File: config.mk
export PLATFORM = sky130hd
export DESIGN_NAME = keypad_scan_unit_flat
export DESIGN_NICKNAME = d
export VERILOG_FILES = /design/src/rtl/keypad_if.sv /design/src/rtl/keypad_scan_unit.sv /design/src/flat_wrapper.sv
export SDC_FILE = /design/constraint.sdc
export NUM_CORES = 1
export LEC_CHECK = 0
export CELL_PAD_IN_SITES_DETAIL_PLACEMENT = 0
export CELL_PAD_IN_SITES_GLOBAL_PLACEMENT = 2
export CORE_UTILIZATION = 40
export CTS_BUF_LIST = sky130_fd_sc_hd__clkbuf_2
export CTS_CLUSTER_DIAMETER = 200
export DETAILED_ROUTE_END_ITERATION = 7
export GPL_TIMING_DRIVEN = 0
export PLACE_DENSITY_LB_ADDON = 0.1
export SLEW_MARGIN = 40
export SYNTH_ARGS = -nofsm -noshare
export SYNTH_HDL_FRONTEND = slang
export SYNTH_SLANG_ARGS = --single-unit
File: constraint.sdc
create_clock -name clk -period 4 [get_ports clk]
set_clock_uncertainty 0.2 [all_clocks]
set_input_delay 0.6 -clock clk [delete_from_list [all_inputs] [get_ports clk]]
set_output_delay 0.6 -clock clk [all_outputs]
set_load 0.01 [all_outputs]
File: src/rtl/keypad_if.sv
// keypad_if: keypad-side pins and debounced key outputs of the scanner.
// master = scanner, slave = keypad/consumer side.
interface keypad_if;
   logic [3:0] row_in;
   logic [3:0] col_out;
   logic [7:0] key_coord;
   logic       key_valid;
   logic       key_held;

   modport master (
      input  row_in,
      output col_out, key_coord, key_valid, key_held
   );

   modport slave (
      output row_in,
      input  col_out, key_coord, key_valid, key_held
   );
endinterface

File: src/rtl/keypad_scan_unit.sv
// keypad_scan_unit: 4x4 active-low keypad scanner with press/release debounce.
// Define KEYPAD_AUTO_REPEAT_EN to re-pulse key_valid while a key stays held.
module keypad_scan_unit #(
   parameter int SCAN_DIV     = 100_000,
   parameter int DEBOUNCE_CNT = 20,
   parameter int REPEAT_DELAY = 500,
   parameter int REPEAT_RATE  = 100
) (
   input  logic     clk,
   input  logic     rst,
   keypad_if.master kp
);
   localparam int DW = $clog2(SCAN_DIV + 1);
   localparam int MW = $clog2(DEBOUNCE_CNT + 1);

   if (SCAN_DIV < 2) begin : g_bad_div
      $error("SCAN_DIV must be >= 2");
   end
   if (DEBOUNCE_CNT < 1) begin : g_bad_deb
      $error("DEBOUNCE_CNT must be >= 1");
   end
   if (REPEAT_DELAY < 1 || REPEAT_RATE < 1) begin : g_bad_rep
      $error("REPEAT_DELAY and REPEAT_RATE must be >= 1");
   end

   typedef enum logic [1:0] {
      SCAN     = 2'd0,
      DEBOUNCE = 2'd1,
      HELD     = 2'd2
   } state_t;

   state_t        state, state_nxt;
   logic [3:0]    rs1, rs;
   logic [DW-1:0] dwell;
   logic [3:0]    col_q, col_nxt, col_rot;
   logic [7:0]    cand, cand_nxt;
   logic [7:0]    coord_q, coord_nxt;
   logic [7:0]    here;
   logic [MW-1:0] match_cnt, match_nxt, match_inc;
   logic [MW-1:0] rel_cnt, rel_nxt, rel_inc;
   logic          valid_q, valid_nxt;
   logic          held_q, held_nxt;
   logic          sample, one_low, enter_held;
   logic          rep_fire;

   assign sample  = (dwell == DW'(SCAN_DIV - 1));
   assign one_low = $onehot(~rs);
   assign here    = {~col_q, ~rs};
   assign col_rot = {col_q[2:0], col_q[3]};

   assign match_inc = (match_cnt == MW'(DEBOUNCE_CNT)) ?
                      match_cnt : match_cnt + MW'(1);
   assign rel_inc   = (rel_cnt == MW'(DEBOUNCE_CNT)) ?
                      rel_cnt : rel_cnt + MW'(1);

`ifdef KEYPAD_AUTO_REPEAT_EN
   localparam int RMAX = (REPEAT_DELAY > REPEAT_RATE) ?
                         REPEAT_DELAY : REPEAT_RATE;
   localparam int RW   = $clog2(RMAX + 1);

   logic [RW-1:0] rep_cnt, rep_nxt, rep_inc, rep_target;
   logic          rep_armed, rep_armed_nxt;

   // First target is the initial delay, then the repeat period.
   always_comb begin
      rep_nxt       = rep_cnt;
      rep_armed_nxt = rep_armed;
      rep_fire      = 1'b0;
      rep_inc       = rep_cnt + RW'(1);
      rep_target    = rep_armed ? RW'(REPEAT_RATE) : RW'(REPEAT_DELAY);
      if (state != HELD) begin
         rep_nxt       = '0;
         rep_armed_nxt = 1'b0;
      end else if (sample) begin
         if (!one_low) begin
            rep_nxt       = '0;
            rep_armed_nxt = 1'b0;
         end else if (rep_inc == rep_target) begin
            rep_fire      = 1'b1;
            rep_nxt       = '0;
            rep_armed_nxt = 1'b1;
         end else begin
            rep_nxt = rep_inc;
         end
      end
   end

   always_ff @(posedge clk or posedge rst) begin
      if (rst) begin
         rep_cnt   <= '0;
         rep_armed <= 1'b0;
      end else begin
         rep_cnt   <= rep_nxt;
         rep_armed <= rep_armed_nxt;
      end
   end
`else
   assign rep_fire = 1'b0;
`endif

   always_comb begin
      state_nxt  = state;
      col_nxt    = col_q;
      cand_nxt   = cand;
      match_nxt  = match_cnt;
      rel_nxt    = rel_cnt;
      coord_nxt  = coord_q;
      valid_nxt  = 1'b0;
      held_nxt   = held_q;
      enter_held = 1'b0;
      if (sample) begin
         unique case (state)
            SCAN: begin
               if (one_low) begin
                  cand_nxt   = here;
                  match_nxt  = MW'(1);
                  state_nxt  = DEBOUNCE;
                  enter_held = (DEBOUNCE_CNT == 1);
               end else begin
                  col_nxt = col_rot;
               end
            end
            DEBOUNCE: begin
               if (here == cand) begin
                  match_nxt  = match_inc;
                  enter_held = (match_inc == MW'(DEBOUNCE_CNT));
               end else begin
                  match_nxt = '0;
                  state_nxt = SCAN;
                  col_nxt   = col_rot;
               end
            end
            HELD: begin
               // Any row on the frozen column keeps the key alive.
               if (one_low) begin
                  rel_nxt = '0;
               end else if (rel_inc == MW'(DEBOUNCE_CNT)) begin
                  rel_nxt   = '0;
                  coord_nxt = '0;
                  held_nxt  = 1'b0;
                  state_nxt = SCAN;
                  col_nxt   = col_rot;
               end else begin
                  rel_nxt = rel_inc;
               end
            end
            default: state_nxt = SCAN;
         endcase
      end
      if (enter_held) begin
         coord_nxt = cand_nxt;
         valid_nxt = 1'b1;
         held_nxt  = 1'b1;
         state_nxt = HELD;
         match_nxt = '0;
         rel_nxt   = '0;
      end
      if (rep_fire) valid_nxt = 1'b1;
   end

   always_ff @(posedge clk or posedge rst) begin
      if (rst) begin
         rs1       <= 4'hF;
         rs        <= 4'hF;
         dwell     <= '0;
         state     <= SCAN;
         col_q     <= 4'b1110;
         cand      <= '0;
         match_cnt <= '0;
         rel_cnt   <= '0;
         coord_q   <= '0;
         valid_q   <= 1'b0;
         held_q    <= 1'b0;
      end else begin
         rs1       <= kp.row_in;
         rs        <= rs1;
         dwell     <= sample ? '0 : dwell + DW'(1);
         state     <= state_nxt;
         col_q     <= col_nxt;
         cand      <= cand_nxt;
         match_cnt <= match_nxt;
         rel_cnt   <= rel_nxt;
         coord_q   <= coord_nxt;
         valid_q   <= valid_nxt;
         held_q    <= held_nxt;
      end
   end

   assign kp.col_out   = col_q;
   assign kp.key_coord = coord_q;
   assign kp.key_valid = valid_q;
   assign kp.key_held  = held_q;
endmodule

File: src/flat_wrapper.sv
// flat-port wrapper written by rule: the top's interface ports become plain ports
module keypad_scan_unit_flat 
#(
   parameter int SCAN_DIV     = 100_000,
   parameter int DEBOUNCE_CNT = 20,
   parameter int REPEAT_DELAY = 500,
   parameter int REPEAT_RATE  = 100
)
  (clk, rst, kp_row_in, kp_col_out, kp_key_coord, kp_key_valid, kp_key_held);
  keypad_if kp_i ();
  input  logic clk;
  input  logic rst;
  input wire logic [$bits(kp_i.row_in)-1:0] kp_row_in;
  output wire logic [$bits(kp_i.col_out)-1:0] kp_col_out;
  output wire logic [$bits(kp_i.key_coord)-1:0] kp_key_coord;
  output wire logic [$bits(kp_i.key_valid)-1:0] kp_key_valid;
  output wire logic [$bits(kp_i.key_held)-1:0] kp_key_held;
  assign kp_i.row_in = kp_row_in;
  assign kp_col_out = kp_i.col_out;
  assign kp_key_coord = kp_i.key_coord;
  assign kp_key_valid = kp_i.key_valid;
  assign kp_key_held = kp_i.key_held;
  keypad_scan_unit #(.SCAN_DIV(SCAN_DIV), .DEBOUNCE_CNT(DEBOUNCE_CNT), .REPEAT_DELAY(REPEAT_DELAY), .REPEAT_RATE(REPEAT_RATE)) u_core (.clk(clk), .rst(rst), .kp(kp_i));
endmodule
* Word-level counts from Yosys, hierarchy flattened
Index checks and enable logic that the tools add are counted.
** Word-level totals
- Input bits :: 6
- Output and inout port bits :: 14
- Word-level logic and storage cells :: 90
- Register bits :: 59
** Cells by class
- Bitwise logic cells :: 2
- Equality and inequality tests :: 18
- Add/sub/neg operators :: 6
- Muxes and demuxes :: 42
- Reductions and logical operators :: 11
** Operators by type and width (count)
- 8-bit two-way mux :: 8
- 5-bit two-way mux :: 11
- 5-bit == test, second input constant :: 4
- 17-bit by 1-bit adder with 17-bit output, second input constant :: 1
- 17-bit == test, second input constant :: 1
- 17-bit two-way mux :: 1
- 4-bit two-way mux :: 4
- 2-bit two-way mux :: 6
- 4-bit one-hot mux with 3 select lines :: 1
- 5-bit by 1-bit adder with 5-bit output, second input constant :: 2
- 5-bit one-hot mux with 2 select lines :: 1
- 1-bit two-way mux :: 9
- 8-bit == test :: 1
- 2-bit inequality test, second input constant :: 4
- 4-bit NOT :: 2
- 3-bit by 1-bit inequality test with 1-bit output, second input constant :: 2
- 2-bit one-hot mux with 3 select lines :: 1
- 6-bit AND reduction :: 1
- 2-bit nonzero test :: 3
- 3-bit nonzero test :: 2
- 5-bit AND reduction :: 1
- 1-bit by 1-bit adder with 2-bit output :: 2
- 4-bit AND reduction :: 1
- 3-bit adder :: 1
- other kinds (9) :: 9

* Logic depth before layout (Yosys ltp)
- Depth after elaboration :: 8
- Mapped depth :: 9
- Depth with buffers taken out :: 9

* Worst setup path after synthesis
Ideal clock, no wire load.
- Kind :: reg2reg
- Start point :: register u_core.rs[0]
- End point :: register u_core.match_cnt[4]
- Period minus slack after synthesis :: 3.221 ns
- Data arrival time :: 2.897 ns
- Setup slack :: 0.779 ns
- Stages on the path, launching flop included :: 10
- Buffers on the path :: 0
- Required time :: 3.675 ns
- Setup time :: 0.125 ns
- Cell sequence :: dfstp_2 > inv_1 > ha_1 > ha_1 > fa_1 > nor3b_1 > nor2_1 > or3_4 > a311oi_1 > nor2_1
** Between the ends
- Cells in the longest elaborated chain, start to end :: 7
- Elaborated cells on any way between the ends :: 16
- Those cells by class :: add/sub: 2; eq/ne: 3; mux: 7; bitwise: 1; reduce/logical: 3
** Ends and longest elaborated chain
- start: declaration :: RTL line keypad_scan_unit.sv:33 : logic [3:0] rs1, rs;
- start signal: assignment :: RTL line keypad_scan_unit.sv:176 : rs <= rs1;
- 4-bit NOT * :: RTL line keypad_scan_unit.sv:47, keypad_scan_unit.sv:48
- parallel branches: the longest is 6 deep, another holds 3-bit adder
- end signal: assignment :: RTL line keypad_scan_unit.sv:181 : match_cnt <= match_nxt;
- end: declaration :: RTL line keypad_scan_unit.sv:39 : logic [MW-1:0] match_cnt, match_nxt, match_inc;
Mark *: on every way between the ends. The select of a mux whose other input is x is not followed.
A chain may end at the register's enable or synchronous reset.

* Worst setup path after layout
- Start point :: register u_core.rs[2]
- End point :: register u_core.match_cnt[4]
The elaborated chain is that of the path after synthesis.

==> flow_summary.json <==
{
  "status": "finished, final reports clean",
  "clk_pin_slew_ns": 0.18,
  "dp_cells": 419,
  "cap_violations": 0,
  "yosysTopAreaCell": "dfrtp_1",
  "ys_ff_latch": 59,
  "async_reset_ff_frac": 1.00,
  "grt_start_max_net_pins": 35,
  "cp.arrival_ns": 3.62,
  "critPathKind": "reg -> reg",
  "antenna_found_initial": 0,
  "avgSynthCellArea_um2": 10.4,
  "finalSetupViolations": 0,
  "critical-path-slowest-cell": "dfstp_2",
  "cts_max_path_buffers": 2,
  "ant_nets": 0,
  "required_ns": 4.17,
  "io_buffers": 19,
  "die_x_um": 90.1,
  "netlist_area_um2": 3110,
  "drtPass1Iterations": 4,
  "drt-initial-drc-count": 185,
  "instances_no_fill": 435,
  "power.leakage_nw": 1.61,
  "tns_ns": 0,
  "ios": 20,
  "synth_top_family_by_area": "simple AND/OR/NAND/NOR gates",
  "synth-simple-area-share": 0.178,
  "core_area_um2": 7370,
  "synth_mux_area_frac": 0.0177,
  "endpoint_kind": "flop",
  "synthTopCellsByArea": "dfrtp_1 (39%), dfstp_2 (9.3%), xor2_1 (3.9%)",
  "vias_per_cell": 5.45,
  "synth-main-ff-cell": "dfrtp_1",
  "grt_pass1_vias": 2337,
  "synthXorXnorAreaFrac": 0.0733,
  "rsz0062_at_grt": "no",
  "finish.net_count": 346,
  "initial_core_util": 0.421,
  "tritoncts": "yes",
  "synth_fa_ha_area_frac": 0.0387,
  "place_congestion": 0.763,
  "drv_slew": 0,
  "fin_ws_ns": 0.554,
  "route.detailed.drc": 0,
  "drive_gt1_frac": 0.146,
  "cts.sinks": 59,
  "h-tree-depth": 3,
  "num_vias": 2369,
  "synth_most_common_cell": "dfrtp_1",
  "hold_path.class": "reg -> reg",
  "die_h_um": 90.1,
  "cp-start-kind": "flop",
  "hpwl_um": 4890,
  "cts_resized": 0,
  "track_usage": 0.188,
  "slowest_delay_ns": 0.60,
  "clk-insertion-delay-late_ns": 0.50,
  "synth.yosys.seq_area_share": 0.480,
  "hold_violations": 0,
  "grt-ovfl-total": 0,
  "fp-row-count": 31,
  "finalCoreUtilization": 0.483,
  "syn-num-nets": 315,
  "min_period_ns": 3.45,
  "synth_cell_types": 57,
  "cts_setup_buffers": 0,
  "relSlewSlack": 0.472,
  "post-place-ws_ns": 0.528,
  "synthCells": 300,
  "wire_per_inst_um": 15.8,
  "fillers": 704,
  "grt_pass1_wl_um": 11900,
  "max_freq_mhz": 290,
  "fin_crit_sh": 0.861,
  "synth_edf_count": 0,
  "drt_wl_total_um": 6850,
  "crit_fanout": 8,
  "n_antenna_cell": 0,
  "synth_warnings": 0,
  "vdd_drop_max_uv": 188,
  "yosysTopAreaCellShare": 0.387,
  "power_density_nw_per_um2": 289,
  "ctsHoldBuffers": 0,
  "design_power_total_mw": 1.03,
  "tightest_slew_ns": 0.786,
  "ctsRootBufferMaster": "clkbuf_2",
  "synth-compound-area-share": 0.166,
  "area_delta_synth_final_pct": 14.6,
  "crit_chain": "inv_1 -> ha_1 -> ha_1 -> fa_1 -> nor3b_2 -> nor2_1 -> or3_4 -> a311oi_1 -> nor2_1",
  "synthTopCellsByCount": "dfrtp_1 (48), inv_1 (23), o21ai_0 (23)",
  "cts_made_buffers": 9,
  "dieArea_um2": 8120
}
[worst paths after layout]
check / startpoint / endpoint / slack, ns / cells past startpoint
setup / recovery: u_core.rs[2] / u_core.match_cnt[4] / 0.55 / 9
hold / removal: u_core.rs1[3] / u_core.rs[3] / 0.16 / 0
setup reg to reg: u_core.rs[2] / u_core.match_cnt[4] / 0.55 / 9
hold reg to reg: u_core.rs1[3] / u_core.rs[3] / 0.16 / 0
max in group asynchronous: rst / u_core.rs1[3] / 2.83 / 3
min in group asynchronous: rst / u_core.cand[5] / 0.20 / 2
[metrics by stage]
| step | cell area, um^2 | hold slack, ns |
|---|---|---|
| final | 3560 | 0.155 |
| after global routing | 3560 | 0.135 |
| after CTS | 3560 | 0.149 |
| after detailed placement | 3450 | 0.147 |
| after global placement | 3420 | 0.146 |
| after floorplan | 3110 | 0.145 |
[where the power goes]
part / internal [mW] / switching [mW]
registers: 0.605 / 0.00299
clock network: 0.142 / 0.229
logic: 0.0158 / 0.0338
[kinds of logic after synthesis]
| kind of cell | count (synthesis) |
|---|---|
| buffers and inverters | 34 |
| flip-flops | 59 |
| AO/OA/AOI/OAI | 76 |
| AND/OR/NAND/NOR | 91 |
| adder cells (fa/ha/maj) | 9 |
| XOR/XNOR | 26 |
| multiplexers | 5 |
[cell usage in the layout (no fill, tap or decap), types with 3 or more instances in the layout]
| master | n |
|---|---|
| o21ai_0 | 22 |
| nor2_1 | 19 |
| dfrtp_1 | 48 |
| inv_1 | 22 |
| xnor2_1 | 12 |
| and2_1 | 3 |
| mux2_2 | 4 |
| nand4_1 | 8 |
| ha_1 | 8 |
| clkbuf_1 | 5 |
| clkbuf_2 | 9 |
| clkdlybuf4s50_1 | 19 |
| dfstp_2 | 11 |
| nand3_1 | 18 |
| xor2_1 | 14 |
| o221ai_1 | 8 |
| o211ai_1 | 8 |
| nand2_1 | 16 |
| nand4bb_1 | 3 |
| buf_2 | 3 |
| o21a_1 | 8 |
| a21oi_1 | 8 |
[routing by layer]
| metal | routed length (um) | global-route usage |
|---|---|---|
| met5 | 0 | 0 |
| met1 | 3370 | 0.257 |
| met3 | 194 | 0.0372 |
| met2 | 3170 | 0.288 |
| met4 | 125 | 0.0806 |
[flip-flops by register name (all words and copies together), names as in the netlist]
name,count
u_core.state,2
u_core.kp.key_valid,1
u_core.cand,8
u_core.rs,4
u_core.match_cnt,5
u_core.kp.col_out,4
u_core.dwell,17
u_core.kp.key_held,1
u_core.kp.key_coord,8
u_core.rs1,4
u_core.rel_cnt,5
[worst max-delay path: cells and delay by family, from the launching register on]
kind	cells	cell delay, ns
adder cells (fa/ha/maj)	3	0.95
AND/OR/NAND/NOR	4	1.22
flip-flops	1	0.60
buffers and inverters	1	0.05
AO/OA/AOI/OAI	1	0.30
[final cells by class]
type / instances / area (um^2) / area share
sequential: 59 / 1490 / 0.419
tap: 99 / 124 / 0.0348
buffer: 11 / 60.1 / 0.0169
clock inverter: 7 / 67.6 / 0.0190
inverter: 23 / 88.8 / 0.0250
clock buffer: 9 / 45.0 / 0.0127
timing repair buffer: 20 / 210 / 0.0591
multi-input combinational: 207 / 1470 / 0.414
Power figures use the tool's default switching activity.
